<file path="config.mk">
export PLATFORM = sky130hd
export DESIGN_NAME = multi_timer_flat
export DESIGN_NICKNAME = d
export VERILOG_FILES = /design/src/rtl/multi_timer_if.sv /design/src/rtl/multi_timer.sv /design/src/flat_wrapper.sv
export SDC_FILE = /design/constraint.sdc
export NUM_CORES = 1
export LEC_CHECK = 0
export ABC_CLOCK_PERIOD_IN_PS = 4600
export BUFFER_PORTS_ARGS = -buffer_cell sky130_fd_sc_hd__buf_2
export CAP_MARGIN = 20
export CORE_MARGIN = 3
export CORE_UTILIZATION = 66
export DETAILED_ROUTE_END_ITERATION = 10
export PLACE_DENSITY = 0.83
export SLEW_MARGIN = 10
export SYNTH_ARGS = -nofsm -noshare
export SYNTH_HDL_FRONTEND = slang
export SYNTH_SLANG_ARGS = --single-unit
</file>
<file path="constraint.sdc">
create_clock -name clk -period 4.6 [get_ports clk]
set_input_delay 0.46 -clock clk [delete_from_list [all_inputs] [get_ports clk]]
set_output_delay 0.46 -clock clk [all_outputs]
set_load 0.01 [all_outputs]
</file>
<file path="src/rtl/multi_timer_if.sv">
// CPU register-bus and interrupt bundle for multi_timer.
// master = CPU side, slave = timer block.
interface multi_timer_if #(
  parameter int NUM_CH = 2,
  parameter int DATA_W = 8,
  parameter int CH_W   = (NUM_CH > 1) ? $clog2(NUM_CH) : 1
);
  logic              enable;
  logic              we_n;
  logic [CH_W+1:0]   A;
  logic [DATA_W-1:0] DI;
  logic [DATA_W-1:0] DO;
  logic              OE;
  logic [NUM_CH-1:0] irq_vec;
  logic              irq_n;

  modport master (output enable, we_n, A, DI, input DO, OE, irq_vec, irq_n);
  modport slave  (input enable, we_n, A, DI, output DO, OE, irq_vec, irq_n);
endinterface

</file>
<file path="src/rtl/multi_timer.sv">
// NUM_CH-channel interval timer: per-channel prescaler, down-counter with one-shot or
// periodic reload, sticky flag; registered read port (1-cycle latency), wired-OR active-low IRQ.
module multi_timer #(
  parameter int NUM_CH = 2,
  parameter int DATA_W = 8,
  localparam int CH_W  = (NUM_CH > 1) ? $clog2(NUM_CH) : 1
) (
  input logic         clk,
  input logic         rst,
  multi_timer_if.slave bus
);
  logic [CH_W-1:0]   sel_ch;
  logic [1:0]        sel_reg;
  logic              wr;
  logic              rd;
  logic [NUM_CH-1:0] wr_count, wr_ctrl, wr_status, wr_reload, rd_status, tick;

  logic [DATA_W-1:0] count_q  [NUM_CH];
  logic [DATA_W-1:0] reload_q [NUM_CH];
  logic [9:0]        pre_q    [NUM_CH];
  logic [1:0]        psel_q   [NUM_CH];
  logic [NUM_CH-1:0] irq_en_q, periodic_q, run_q, flag_q, post_ovf_q;
  logic [DATA_W-1:0] do_q;
  logic [DATA_W-1:0] rd_data;
  logic              oe_q;

  // After a one-shot underflow the channel free-runs at /1 regardless of psel.
  function automatic logic [9:0] div_m1(input logic [1:0] psel, input logic post_ovf);
    logic [9:0] v;
    case (psel)
      2'd0:    v = 10'd0;
      2'd1:    v = 10'd7;
      2'd2:    v = 10'd63;
      default: v = 10'd1023;
    endcase
    if (post_ovf) v = 10'd0;
    return v;
  endfunction

  assign sel_ch  = bus.A[CH_W+1:2];
  assign sel_reg = bus.A[1:0];
  assign wr      = bus.enable & ~bus.we_n;
  assign rd      = bus.enable & bus.we_n;

  // Decoding only matches existing channels, so out-of-range accesses hit nothing.
  always_comb begin
    wr_count  = '0;
    wr_ctrl   = '0;
    wr_status = '0;
    wr_reload = '0;
    rd_status = '0;
    tick      = '0;
    rd_data   = '0;
    for (int c = 0; c < NUM_CH; c++) begin
      tick[c] = run_q[c] && (pre_q[c] == div_m1(psel_q[c], post_ovf_q[c]));
      if (sel_ch == CH_W'(c)) begin
        wr_count[c]  = wr && (sel_reg == 2'd0);
        wr_ctrl[c]   = wr && (sel_reg == 2'd1);
        wr_status[c] = wr && (sel_reg == 2'd2);
        wr_reload[c] = wr && (sel_reg == 2'd3);
        rd_status[c] = rd && (sel_reg == 2'd2);
        case (sel_reg)
          2'd0: rd_data = count_q[c];
          2'd1: begin
            rd_data[7]   = run_q[c];
            rd_data[3:2] = psel_q[c];
            rd_data[1]   = periodic_q[c];
            rd_data[0]   = irq_en_q[c];
          end
          2'd2: begin
            rd_data[7] = flag_q[c];
            rd_data[6] = post_ovf_q[c];
          end
          default: rd_data = reload_q[c];
        endcase
      end
    end
  end

  always_ff @(posedge clk) begin
    if (rst) begin
      for (int c = 0; c < NUM_CH; c++) begin
        count_q[c]  <= '0;
        reload_q[c] <= '0;
        pre_q[c]    <= '0;
        psel_q[c]   <= '0;
      end
      irq_en_q   <= '0;
      periodic_q <= '0;
      run_q      <= '0;
      flag_q     <= '0;
      post_ovf_q <= '0;
      do_q       <= '0;
      oe_q       <= 1'b0;
    end else begin
      oe_q <= rd;
      if (rd) do_q <= rd_data;
      for (int c = 0; c < NUM_CH; c++) begin
        if (run_q[c]) pre_q[c] <= tick[c] ? 10'd0 : pre_q[c] + 10'd1;
        if (tick[c]) begin
          if (count_q[c] != '0)    count_q[c] <= count_q[c] - DATA_W'(1);
          else if (periodic_q[c])  count_q[c] <= reload_q[c];
          else begin
            count_q[c]    <= '1;
            post_ovf_q[c] <= 1'b1;
          end
        end
        // A flag being set outranks a same-edge status read or clear.
        if (tick[c] && (count_q[c] == '0))
          flag_q[c] <= 1'b1;
        else if (rd_status[c] || (wr_status[c] && bus.DI[7]))
          flag_q[c] <= 1'b0;
        if (wr_ctrl[c]) begin
          irq_en_q[c]   <= bus.DI[0];
          periodic_q[c] <= bus.DI[1];
          psel_q[c]     <= bus.DI[3:2];
          run_q[c]      <= bus.DI[7];
          post_ovf_q[c] <= 1'b0;
        end
        if (wr_reload[c]) reload_q[c] <= bus.DI;
        // Placed last so a COUNT write overrides a same-edge tick.
        if (wr_count[c]) begin
          count_q[c]    <= bus.DI;
          pre_q[c]      <= 10'd0;
          flag_q[c]     <= 1'b0;
          run_q[c]      <= 1'b1;
          post_ovf_q[c] <= 1'b0;
        end
      end
    end
  end

  assign bus.DO      = do_q;
  assign bus.OE      = oe_q;
  assign bus.irq_vec = flag_q & irq_en_q;
  assign bus.irq_n   = ~|(flag_q & irq_en_q);
endmodule

</file>
<file path="src/flat_wrapper.sv">
// flat-port wrapper written by rule: the top's interface ports become plain ports
module multi_timer_flat 
#(
  parameter int NUM_CH = 2,
  parameter int DATA_W = 8,
  localparam int CH_W  = (NUM_CH > 1) ? $clog2(NUM_CH) : 1
)
  (clk, rst, bus_enable, bus_we_n, bus_A, bus_DI, bus_DO, bus_OE, bus_irq_vec, bus_irq_n);
  multi_timer_if #(.NUM_CH(NUM_CH), .DATA_W(DATA_W)) bus_i ();
  input logic clk;
  input logic rst;
  input wire logic [$bits(bus_i.enable)-1:0] bus_enable;
  input wire logic [$bits(bus_i.we_n)-1:0] bus_we_n;
  input wire logic [$bits(bus_i.A)-1:0] bus_A;
  input wire logic [$bits(bus_i.DI)-1:0] bus_DI;
  output wire logic [$bits(bus_i.DO)-1:0] bus_DO;
  output wire logic [$bits(bus_i.OE)-1:0] bus_OE;
  output wire logic [$bits(bus_i.irq_vec)-1:0] bus_irq_vec;
  output wire logic [$bits(bus_i.irq_n)-1:0] bus_irq_n;
  assign bus_i.enable = bus_enable;
  assign bus_i.we_n = bus_we_n;
  assign bus_i.A = bus_A;
  assign bus_i.DI = bus_DI;
  assign bus_DO = bus_i.DO;
  assign bus_OE = bus_i.OE;
  assign bus_irq_vec = bus_i.irq_vec;
  assign bus_irq_n = bus_i.irq_n;
  multi_timer #(.NUM_CH(NUM_CH), .DATA_W(DATA_W)) u_core (.clk(clk), .rst(rst), .bus(bus_i));
endmodule
</file>
Yosys cells after proc, flatten, opt, wreduce, memory -nomap -nowiden
Memory sizes are Yosys's and may differ from the RTL's.
Cells that the tools add are included.

storage, ports and cells
  flip-flop bits (word level) = 19
  memory bits (writable) = 56
  input bits = 15
  output and inout bits = 12
  logic and storage cells = 190
  memories kept = 4

memory list
  name             words  width  read ports  clocked after memory_dff  wr ports  line               source
  u_core.pre_q     2      10     2           0                         2         multi_timer.sv:20  logic [9:0] pre_q [NUM_CH];
  u_core.count_q   2      8      2           0                         2         multi_timer.sv:18  logic [DATA_W-1:0] count_q [NUM_CH];
  u_core.reload_q  2      8      2           0                         2         multi_timer.sv:19  logic [DATA_W-1:0] reload_q [NUM_CH];
  u_core.psel_q    2      2      2           0                         2         multi_timer.sv:21  logic [1:0] psel_q [NUM_CH];

operators by class
  add/subtract/negate cells = 4
  eq/ne operators = 9
  muxes and demuxes = 104
  bitwise operators = 24
  reductions and logical operators = 33

operators with widths
  operator                                              count
  two-way mux 8 bit                                     12
  two-way mux 10 bit                                    8
  two-way mux 1 bit                                     72
  case mux 10 bit (3 select lines)                      2
  case mux 4 bit (3 select lines)                       2
  adder 10 x 1 -> 10 bit (second input constant)        2
  equality test 10 bit                                  2
  logical NOT 8 bit                                     2
  OR 1 bit                                              16
  nonzero test 8 bit                                    2
  subtractor 8 x 1 -> 8 bit (second input constant)     2
  case mux 1 bit (3 select lines)                       4
  logical AND 1 bit                                     11
  equality test 2 bit (second input constant)           4
  case mux 2 bit (2 select lines)                       2
  nonzero test 2 bit                                    4
  OR reduction 2 bit                                    4
  equality test 2 x 1 -> 1 bit (second input constant)  3
  logical NOT 2 bit                                     3
  AND reduction 3 bit                                   2
  OR reduction 3 bit                                    2
  NOT 1 bit                                             5
  two-way mux 2 bit                                     2
  AND 1 bit                                             2
  other kinds (3)                                       4

Longest topological paths before layout
  depth in word-level cells = 12
  mapped depth = 9
  mapped depth without buffers = 7

Least setup slack after synthesis
OpenSTA, ideal clock, no wires.

  path type = input-to-reg
  from = in bus_A[0]
  to = mem u_core.pre_q[1][9]
  library setup time = 0.057 ns
  arrival = 2.112 ns
  required time = 4.543 ns
  setup slack = 2.431 ns
  stages = 9
  path buffers = 2
  cell sequence = inv_1 > ha_1 > and4b_1 > or2_0 > clkbuf_1 > a311o_1 > buf_2 > nor4_1 > a21o_1

RTL lines
  element          line                source
  start, declared  flat_wrapper.sv:14  input wire logic [$bits(bus_i.A)-1:0] bus_A;
  end, declared    multi_timer.sv:20

==> results.toml <==
[place]
io_buffers = 26
dp.cells = 515
dpl_cell_area_um2 = 4530
dpl.hpwl_um = 7730
gp_congestion = 0.986

[cts]
cts_sinks = 75
cts-root-buf = "clkbuf_8"
cts_htree_levels = 3
clk_latency_ns = 0.35
clkTransAtPathRegs_ns = 0.07
post_cts_buffers = 0
clock_path_buffers = 2
hold_buffers = 0
cts-buffers-inserted = 9
cts_tree = "built"
cts_resized = 0

[drt]
ant_nets = 0
drt_wl_total_um = 10700
drtIter0Drc = 430
vias = 3657
wire_per_inst_um = 20.1
vias_per_cell = 6.89
drcViolationCount = 0
drt_pass1_iterations = 6

[power]
p_leak_nw = 1.80
power.total_w = 0.00154
powerDensity_nw_per_um2 = 323
peakVddDrop_mv = 0.268

[synthesis]
netlist_area_um2 = 4410
syn_nets = 457
synth_seq_cells = 75
synth.area.top_cells = "edfxtp_1 31%, dfxtp_1 13%, nor2_1 4.9%, mux4_2 4.1%, mux2i_1 2.7%"
synth_top_cell_area_share_pct = 31.3
synthTopCellsByCount = "57 x nor2_1, 46 x edfxtp_1, 29 x dfxtp_1, 19 x nand2_1, 17 x a21oi_1"
synth.distinct_cells = 69
synth_edf_count = 46
avgSynthCellArea_um2 = 10.2
yosys_warnings = 0
synth_cells = 433
ys.flop_type = "edfxtp_1"
seq_area_frac_synth_pct = 44.5
synth_area_leader_cell = "edfxtp_1"
async_reset_ff_share_pct = 0
synth.most_common_cell = "nor2_1"

[final_layout]
diodes = 0
instances_no_fill = 531
fin_area_um2 = 4770
layout.nets = 473
area_delta_synth_final_pct = 8.23
nFillCells = 454
drive_above_1_share_pct = 14.3

[worst_setup_path]
path_cells = "buf_2 -> inv_1 -> ha_1 -> and4b_1 -> or2_0 -> a311o_1 -> nor3_1 -> a211o_1"
startpoint_type = "input port"
critical_path_class = "in -> reg"
required_ns = 4.84
max_stage_delay_ns = 0.71
critPathCaptureType = "register"
crit_fanout = 20
crit_arrival_ns = 3.22
crit_path_top_delay_cell = "and4b_1"

[timing]
clock-skew-final_ns = 0.0146
finalSetupViolCount = 0
hold_violations = 0
tns_ns = 0
clock.fmax_ghz = 0.336
holdWs_ns = 0.459
period_share_pct = 64.7
slew_viol_final = 0
rsz0062_at_grt = "false"
relSlewSlack_pct = 46.8
period_needed_ns = 2.97
tightest_slew_ns = 0.797

[global_routing]
grt_pass1_vias = 3323
track_usage_pct = 29.3
grt_max_degree = 47
antenna_found_initial = 0
grt_pass1_wl_um = 17100
overflow = 0

[floorplan]
dieArea_um2 = 7700
coreArea_um2 = 6420
pin_count = 27
die_y_um = 87.7
die_w_um = 87.7
num_rows = 29
initial_utilization_pct = 68.7

[outcome]
status = "complete, no violations"

[worst_hold_path]
hold_path.class = "in -> reg"

[job]
drv_cap = 0
-- where the power goes --
| part | internal [W] | total [W] | switching, W |
|---|---|---|---|
| sequential | 0.000742 | 0.000773 | 0.0000305 |
| clock | 0.000359 | 0.000612 | 0.000253 |
| combinational | 0.0000629 | 0.000156 | 0.0000927 |
| total | 0.00116 | 0.00154 | 0.000376 |
-- path summary, 6_finish.rpt --
path | startpoint | endpoint | slack (ns) | depth (start not counted)
setup / recovery | bus_A[0] | u_core.pre_q[1][4] | 1.63 | 8
hold / removal | bus_DI[0] | u_core.irq_en_q[0] | 0.46 | 3
hold reg to reg | u_core.bus.DO[2] | u_core.bus.DO[2] | 0.50 | 2
setup reg to reg | u_core.count_q[0][0] | u_core.count_q[0][6] | 1.89 | 8
-- per-stage QoR --
stage | setup WS (ns) | util, %
finish | 1.63 | 74.3
global route | 1.45 | 74.3
CTS | 1.71 | 74.3
detailed placement | 1.34 | 70.6
global placement | 1.43 | 70.6
floorplan | 2.43 | -
-- per-layer routing --
metal  global-route usage (%)  share of wire [%]
met2                     44.0                 44
met5                        0                  0
met4                     12.6                3.3
met3                     7.06                 11
met1                     40.7                 42
-- cells in the final DEF, fill, tap and decap left out, types with 4 or more instances in the layout --
cell type  synthesis  layout
a21o_1             8       8
nor3b_1            5       5
ha_1               9       9
xor2_1             7       7
or3_1              6       6
inv_1             11      11
nand2_1           19      19
o21bai_1           7       7
clkinv_1           3       4
o21ai_0            5       5
clkbuf_8           0       9
edfxtp_1          46      46
and3_1             6       6
a311oi_1           9       9
nor2_1            57      57
o32ai_1            8       8
a21oi_1           17      17
nand2b_1           9       9
xnor2_1           12      12
nand3_1           13      13
nor4_1             9       9
buf_2              4      26
dfxtp_1           29      29
and2_1            15      15
a22o_1            10      10
nor3_1            15      15
mux4_2             8       8
mux2i_1           12      12
-- logic make-up after synthesis --
kind of cell	share of synthesized area [%]
flops	44.5
fa+ha+maj	2.55
buf+inv	3.86
xor+xnor	3.77
compound gates	15.0
simple gates	22.8
mux	7.58
-- critical path, delay by kind of cell --
kind	cells	cell delay [ns]
buffers and inverters	2	0.21
and+or+nand+nor	3	1.31
AOI/OAI and AO/OA	2	0.70
adders and majority gates	1	0.52
-- cell type report --
cell class,count,area [µm²],share of cell area [%]
tap,77,96.3,2.02
inverter,16,60.1,1.26
clock buffer,9,124,2.60
multi-input combinational,320,2280,47.7
clock inverter,7,115,2.41
sequential,75,1960,41.1
timing repair buffer,27,138,2.88
-- state kept, by name, summed over array words and instances, names as in the netlist, 4 cells and up --
register	flops
u_core.psel_q	4
u_core.count_q	16
u_core.pre_q	20
u_core.reload_q	16
u_core.bus.DO	8
(Power assumes the default switching activity.)
